**config.mk**
```make
export PLATFORM = sky130hd
export DESIGN_NAME = uart_tx_fifo
export DESIGN_NICKNAME = d
export VERILOG_FILES = /design/src/rtl/uart_tx_fifo.sv
export SDC_FILE = /design/constraint.sdc
export NUM_CORES = 1
export LEC_CHECK = 0
export ABC_AREA = 1
export CORE_MARGIN = 1.5
export CORE_UTILIZATION = 59
export CTS_CLUSTER_DIAMETER = 120
export DETAILED_ROUTE_END_ITERATION = 8
export PLACE_DENSITY = 0.83
export SETUP_SLACK_MARGIN = 0.3
export SYNTH_ARGS = -nofsm -noshare
export SYNTH_HDL_FRONTEND = slang
export SYNTH_SLANG_ARGS = --single-unit
export TNS_END_PERCENT = 20
```
**constraint.sdc**
```tcl
create_clock -name clk -period 4.4 [get_ports clk]
set_input_delay 1.1 -clock clk [delete_from_list [all_inputs] [get_ports clk]]
set_output_delay 1.1 -clock clk [all_outputs]
set_load 0.01 [all_outputs]
```
**src/rtl/uart_tx_fifo.sv**
```systemverilog
// UART transmitter draining a show-ahead FIFO: one pop per frame, 8 data bits
// LSB first, optional odd/even parity, 1 or 2 stop bits, idle-high line.
module uart_tx_fifo #(
  parameter int CLKS_PER_BIT = 434,
  parameter int PARITY       = 0,
  parameter int STOP_BITS    = 1
) (
  input  logic       clk,
  input  logic       reset_n,
  input  logic       enable,
  input  logic [7:0] fifo_data,
  input  logic       fifo_empty,
  output logic       fifo_rd,
  output logic       tx,
  output logic       busy
);

  if (CLKS_PER_BIT < 2) begin : g_bad_clks_per_bit
    $error("uart_tx_fifo: CLKS_PER_BIT must be >= 2");
  end
  if (PARITY < 0 || PARITY > 2) begin : g_bad_parity
    $error("uart_tx_fifo: PARITY must be 0, 1 or 2");
  end
  if (STOP_BITS != 1 && STOP_BITS != 2) begin : g_bad_stop_bits
    $error("uart_tx_fifo: STOP_BITS must be 1 or 2");
  end

  localparam int              CNT_W      = (CLKS_PER_BIT < 2) ? 1 : $clog2(CLKS_PER_BIT);
  localparam logic [CNT_W-1:0] CNT_LAST  = CNT_W'(CLKS_PER_BIT - 1);
  localparam bit              HAS_PARITY = (PARITY != 0);

  typedef enum logic [2:0] {
    S_IDLE,
    S_START,
    S_DATA,
    S_PARITY,
    S_STOP
  } state_t;

  state_t           state;
  logic [CNT_W-1:0] baud_cnt;
  logic [2:0]       bit_idx;
  logic             stop_idx;
  logic [7:0]       data_q;

  logic fetch_ok;
  logic bit_done;
  logic parity_bit;
  logic last_stop;

  assign fetch_ok   = enable && !fifo_empty;
  assign bit_done   = (baud_cnt == CNT_LAST);
  assign parity_bit = (PARITY == 1) ? ~^data_q : ^data_q;
  assign last_stop  = (STOP_BITS == 2) ? stop_idx : 1'b1;

  // NOTE: every register here uses <= so all next-state terms read the pre-edge values.
  always_ff @(posedge clk or negedge reset_n) begin
    if (!reset_n) begin
      state    <= S_IDLE;
      baud_cnt <= '0;
      bit_idx  <= '0;
      stop_idx <= 1'b0;
      data_q   <= '0;
      fifo_rd  <= 1'b0;
      tx       <= 1'b1;
      busy     <= 1'b0;
    end else begin
      // NOTE: fifo_rd defaults low each cycle so a fetch yields a one-cycle strobe.
      fifo_rd <= 1'b0;
      case (state)
        S_IDLE: begin
          if (fetch_ok) begin
            data_q   <= fifo_data;
            fifo_rd  <= 1'b1;
            tx       <= 1'b0;
            busy     <= 1'b1;
            baud_cnt <= '0;
            state    <= S_START;
          end
        end

        S_START: begin
          if (bit_done) begin
            baud_cnt <= '0;
            bit_idx  <= '0;
            tx       <= data_q[0];
            state    <= S_DATA;
          end else begin
            baud_cnt <= baud_cnt + 1'b1;
          end
        end

        S_DATA: begin
          if (bit_done) begin
            baud_cnt <= '0;
            if (bit_idx == 3'd7) begin
              stop_idx <= 1'b0;
              if (HAS_PARITY) begin
                tx    <= parity_bit;
                state <= S_PARITY;
              end else begin
                tx    <= 1'b1;
                state <= S_STOP;
              end
            end else begin
              bit_idx <= bit_idx + 3'd1;
              tx      <= data_q[bit_idx + 3'd1];
            end
          end else begin
            baud_cnt <= baud_cnt + 1'b1;
          end
        end

        S_PARITY: begin
          if (bit_done) begin
            baud_cnt <= '0;
            stop_idx <= 1'b0;
            tx       <= 1'b1;
            state    <= S_STOP;
          end else begin
            baud_cnt <= baud_cnt + 1'b1;
          end
        end

        S_STOP: begin
          if (bit_done) begin
            baud_cnt <= '0;
            if (!last_stop) begin
              stop_idx <= 1'b1;
            end else if (fetch_ok) begin
              // Back-to-back: the next start bit follows the last stop cycle directly.
              data_q  <= fifo_data;
              fifo_rd <= 1'b1;
              tx      <= 1'b0;
              state   <= S_START;
            end else begin
              busy  <= 1'b0;
              state <= S_IDLE;
            end
          end else begin
            baud_cnt <= baud_cnt + 1'b1;
          end
        end

        default: begin
          tx    <= 1'b1;
          busy  <= 1'b0;
          state <= S_IDLE;
        end
      endcase
    end
  end

endmodule

```
; ---- Word level (Yosys, flattened, before mapping)
; Index checks and enable logic that the tools add are counted.
[op_classes]
reduce_logical = 14
n_addsub = 2
muxes = 34
eq_ne = 14
n_lt_le_gt_ge = 1
n_bitwise = 1
[ops]
columns = op, n
row1 = $mux W3, 9
row2 = $mux W9, 2
row3 = $pmux W9 S2, 1
row4 = $mux W8, 2
row5 = $ne A2 B2 Y1 const B, 8
row6 = $pmux W8 S2, 1
row7 = $pmux W3 S5, 1
row8 = $mux W1, 13
row9 = $reduce_and A4 Y1, 3
row10 = $add A9 B1 Y9 const B, 1
row11 = $eq A9 B9 Y1 const B, 1
row12 = $eq A3 B2 Y1 const B, 2
row13 = $eq A3 B3 Y1 const B, 2
row14 = $pmux W3 S2, 1
row15 = $reduce_and A6 Y1, 1
row16 = $reduce_bool A2 Y1, 3
row17 = $pmux W1 S5, 1
row18 = $lt A3 B4 Y1 const B, 1
row19 = $reduce_and A2 Y1, 2
row20 = $reduce_or A4 Y1, 1
row21 = $add A3 B1 Y3 const B, 1
row22 = $bmux W1 S3, 1
row23 = $eq A3 B1 Y1 const B, 1
row24 = $logic_not A3 Y1, 1
row25 = 6 further kinds, 6
[totals]
elab_cells = 73
in_bits = 12
regBits = 26
output_inout_bits = 3

; ---- Logic depth before layout (Yosys ltp)
[depth]
depth_word = 6
depth_mapped = 10
depth_no_buf = 10

; ---- Worst setup path after synthesis
; OpenSTA, ideal clock, no wires.
[synth_timing]
path_kind = input -> register
startpoint = in enable
endpoint = reg data_q[0]
path_stages = 8
path_slack_ns = 2.485
setup_time_ns = 0.066
t_arrival_ns = 1.849
n_path_buf = 0
required_ns = 4.334
cell_sequence = inv_1 nor2_1 inv_1 nor2_1 o21ai_4 inv_6 nand2_1 nand2_1
[synth_via]
elab_chain_cells = 4
[synth_rtl]
columns = item, line
row1 = "start, declared", 10  ; input logic enable,
row2 = $logic_and A1 B1 Y1 (*), 51  ; assign fetch_ok = enable && !fifo_empty;
row3 = $mux W8 (*), -
row4 = $mux W8, -
row5 = $pmux W8 S2 (*), -
row6 = "end signal, assigned", 73  ; data_q <= fifo_data;
row7 = "end signal, assigned", 132  ; data_q <= fifo_data;
row8 = "end, declared", 44  ; logic [7:0] data_q;
; Every way passes the cells marked *; elsewhere a longest branch is shown, timed or not. The select of a mux whose other input is x is not followed.
; A chain may end at the register's enable or synchronous reset.

; ---- Final worst setup path
[layout_timing]
startpoint = reg tx
endpoint = out tx
[layout_lines]
columns = item, line
row1 = "start, declared", 14  ; output logic tx,
row2 = "start signal, assigned", 86  ; tx <= data_q[0];
row3 = "start signal, assigned", 99  ; tx <= parity_bit;
row4 = "start signal, assigned", 107  ; tx <= data_q[bit_idx + 3'd1];
; No word-level cell between the ends.

==> results.ini <==
[power]
p_per_area_mw_per_mm2=529
ir_drop_uv=362
p_leak_nw=0.806
total_power_w=0.000868

[timing]
slew_viol_final=0
min_period_over_period_pct=56.8
clock-skew-final_ns=0.0202
hold_viol_final=0
fin_tns_setup_ns=0
period_needed_ns=2.50
fin_hold_ws_ns=0.511
finalSetupViolCount=0
slew_headroom_pct=77.1
worst_pin_slew_ns=0.342
clock.fmax_ghz=0.400
grt_setup_unrepaired=false

[setup_path]
cp_slowest_cell=dfstp_2
cp.arrival_ns=1.40
critPathRequiredTime_ns=3.30
path_delay_family=flip-flops
critPathBufInv=1
critPathMaxStageDelay_ns=0.56
critPathCaptureType=output pin
path_cells=clkdlybuf4s50_1
critPathKind=flop to output pin
start_kind=flop
cp_max_fo=2

[global_route]
antenna_found_initial=0
grt_max_degree=27
grt_overflow=0
grt_pass1_wl_um=5040
first_global_vias=1197
gr-usage-all-layers_pct=25.1

[status]
status=finished clean

[yosys]
synth_area_mm2=0.00143
synth_sequential_area_ratio_pct=45.5
ys_ff_latch=26
synthCells=186
yosys_warnings=0
syn-num-nets=202
ys_types=23
syn_area_per_cell_um2=7.71

[cells_and_area]
register_area_um2=652
diodes=0
layout_commonest_cell=nand2_1
multi_input_area_um2=679
final_cell_mix=nand2_1 (61), dfrtp_1 (25), inv_1 (21)
fillCellCount=190
stdcell_count=233
drive_above_1_share_pct=13.2
syn2layout_area_growth_pct=14.6
design_area_mm2=0.00164
nets=222

[route]
drtPass1Iterations=4
ant_nets=0
vias=1249
drt_wl_total_um=2850
via_per_inst=5.36
drtIter0Drc=38
routedWlPerCell_um=12.2
drc=0

[floorplan]
die_area_mm2=0.00274
start_util_pct=63.6
core-area_mm2=0.00225
placementRows=17
die_width_um=52.3
die_h_um=52.3
num_io_pins=15

[clocking]
clkSlewWorstSetupHoldPaths_ns=0.13
cts_root_buf=clkbuf_4
cts_tree=built
cts_setup_buffers=0
cts.path.max_buffers=2
clk_latency_ns=0.34
ctsHtreeMaxLevel=1
cts_resized=0
cts_inserted_buffers=3
postCtsHoldBufs=0
clock-sinks=26

[placement]
dpl.cell_count=229
routabilityCongestion=0.864
post_dp_cell_area_mm2=0.00162
hpwl_um=2160
io_buffer_count=14

[hold_path]
hp-class=flop to flop

[flow_run]
maxCapViolations=0

synthesized netlist by cell type:
cell type,number,area (um^2)
a21oi_1,5,25.0
a21oi_4,1,16.3
dfrtp_1,25,626
dfstp_2,1,26.3
ha_1,4,50.1
inv_1,21,78.8
inv_2,4,15.0
inv_6,1,8.76
nand2_1,61,229
nand2_2,10,62.6
nand2_4,2,22.5
nand3_1,16,80.1
nand3b_1,1,7.51
nand4_1,3,18.8
nor2_1,9,33.8
nor2_2,2,12.5
nor2_4,1,11.3
nor3_1,2,10.0
o21ai_0,7,35.0
o21ai_1,7,35.0
o21ai_4,1,16.3
o22ai_1,1,6.26
o31ai_1,1,7.51
cell type report:
type                       instances  area share (%)
multi-input combinational        134            41.4
inverter                          26            6.25
tap                               28            2.13
timing repair buffer              15            8.99
clock buffer                       4            1.60
sequential                        26            39.7
metal layers:
| layer | wire, um | vias up | track usage [%] | part of all wire [%] |
|---|---|---|---|---|
| met5 | 0 | - | 0 | 0 |
| met4 | 43 | 0 | 8.97 | 1.5 |
| met3 | 83 | 5 | 3.71 | 2.9 |
| met2 | 1380 | 29 | 42.7 | 48 |
| met1 | 1340 | 589 | 32.4 | 47 |
| li1 | - | 626 | - | - |
worst reg2reg max path: cells and delay by family, from the launching register on:
family | cells | cell delay [ns]
adder cells (fa/ha/maj) | 2 | 0.56
buffers and inverters | 1 | 0.08
AO/OA/AOI/OAI | 1 | 0.13
flip-flops | 1 | 0.48
AND/OR/NAND/NOR | 4 | 0.30
stage by stage:
| step | setup WS, ns | util [%] |
|---|---|---|
| 2_1_floorplan | 2.49 | - |
| 3_3_place_gp | 1.94 | 71.7 |
| 3_5_place_dp | 1.84 | 71.7 |
| 4_1_cts | 1.89 | 72.9 |
| 5_1_grt | 1.86 | 72.9 |
| 6_report | 1.90 | 72.9 |
cells by family (layout without fill, tap and decap cells):
| group | count (synthesis) | in the layout | synth area share (%) |
|---|---|---|---|
| compound gates | 23 | 23 | 9.86 |
| simple gates | 107 | 107 | 34.0 |
| fa+ha+maj | 4 | 4 | 3.49 |
| flops | 26 | 26 | 45.5 |
| buf+inv | 26 | 45 | 7.16 |
final timing paths:
path / slack (ns) / end / cells after the start / startpoint
setup / recovery: 1.90 / tx / 1 / tx
hold / removal: 0.51 / data_q[2] / 2 / data_q[2]
setup reg to reg: 2.81 / tx / 8 / bit_idx[0]
hold reg to reg: 0.51 / data_q[2] / 2 / data_q[2]
max in group asynchronous: 2.99 / tx / 2 / reset_n
min in group asynchronous: 1.10 / baud_cnt[6] / 2 / reset_n
registers in the layout, indices dropped and copies added (netlist names):
name and cells:
baud_cnt 9, data_q 8, bit_idx 3, state 3, busy 1, fifo_rd 1
tx 1
where the power goes:
group	internal (W)	leakage, nW	switching (W)	total, W
sequential	0.000323	0.337	0.0000626	0.000386
combinational	0.000139	0.454	0.000235	0.000373
clock	0.0000356	0.0150	0.0000736	0.000109
Note: power is estimated with default switching activity, not from simulation.
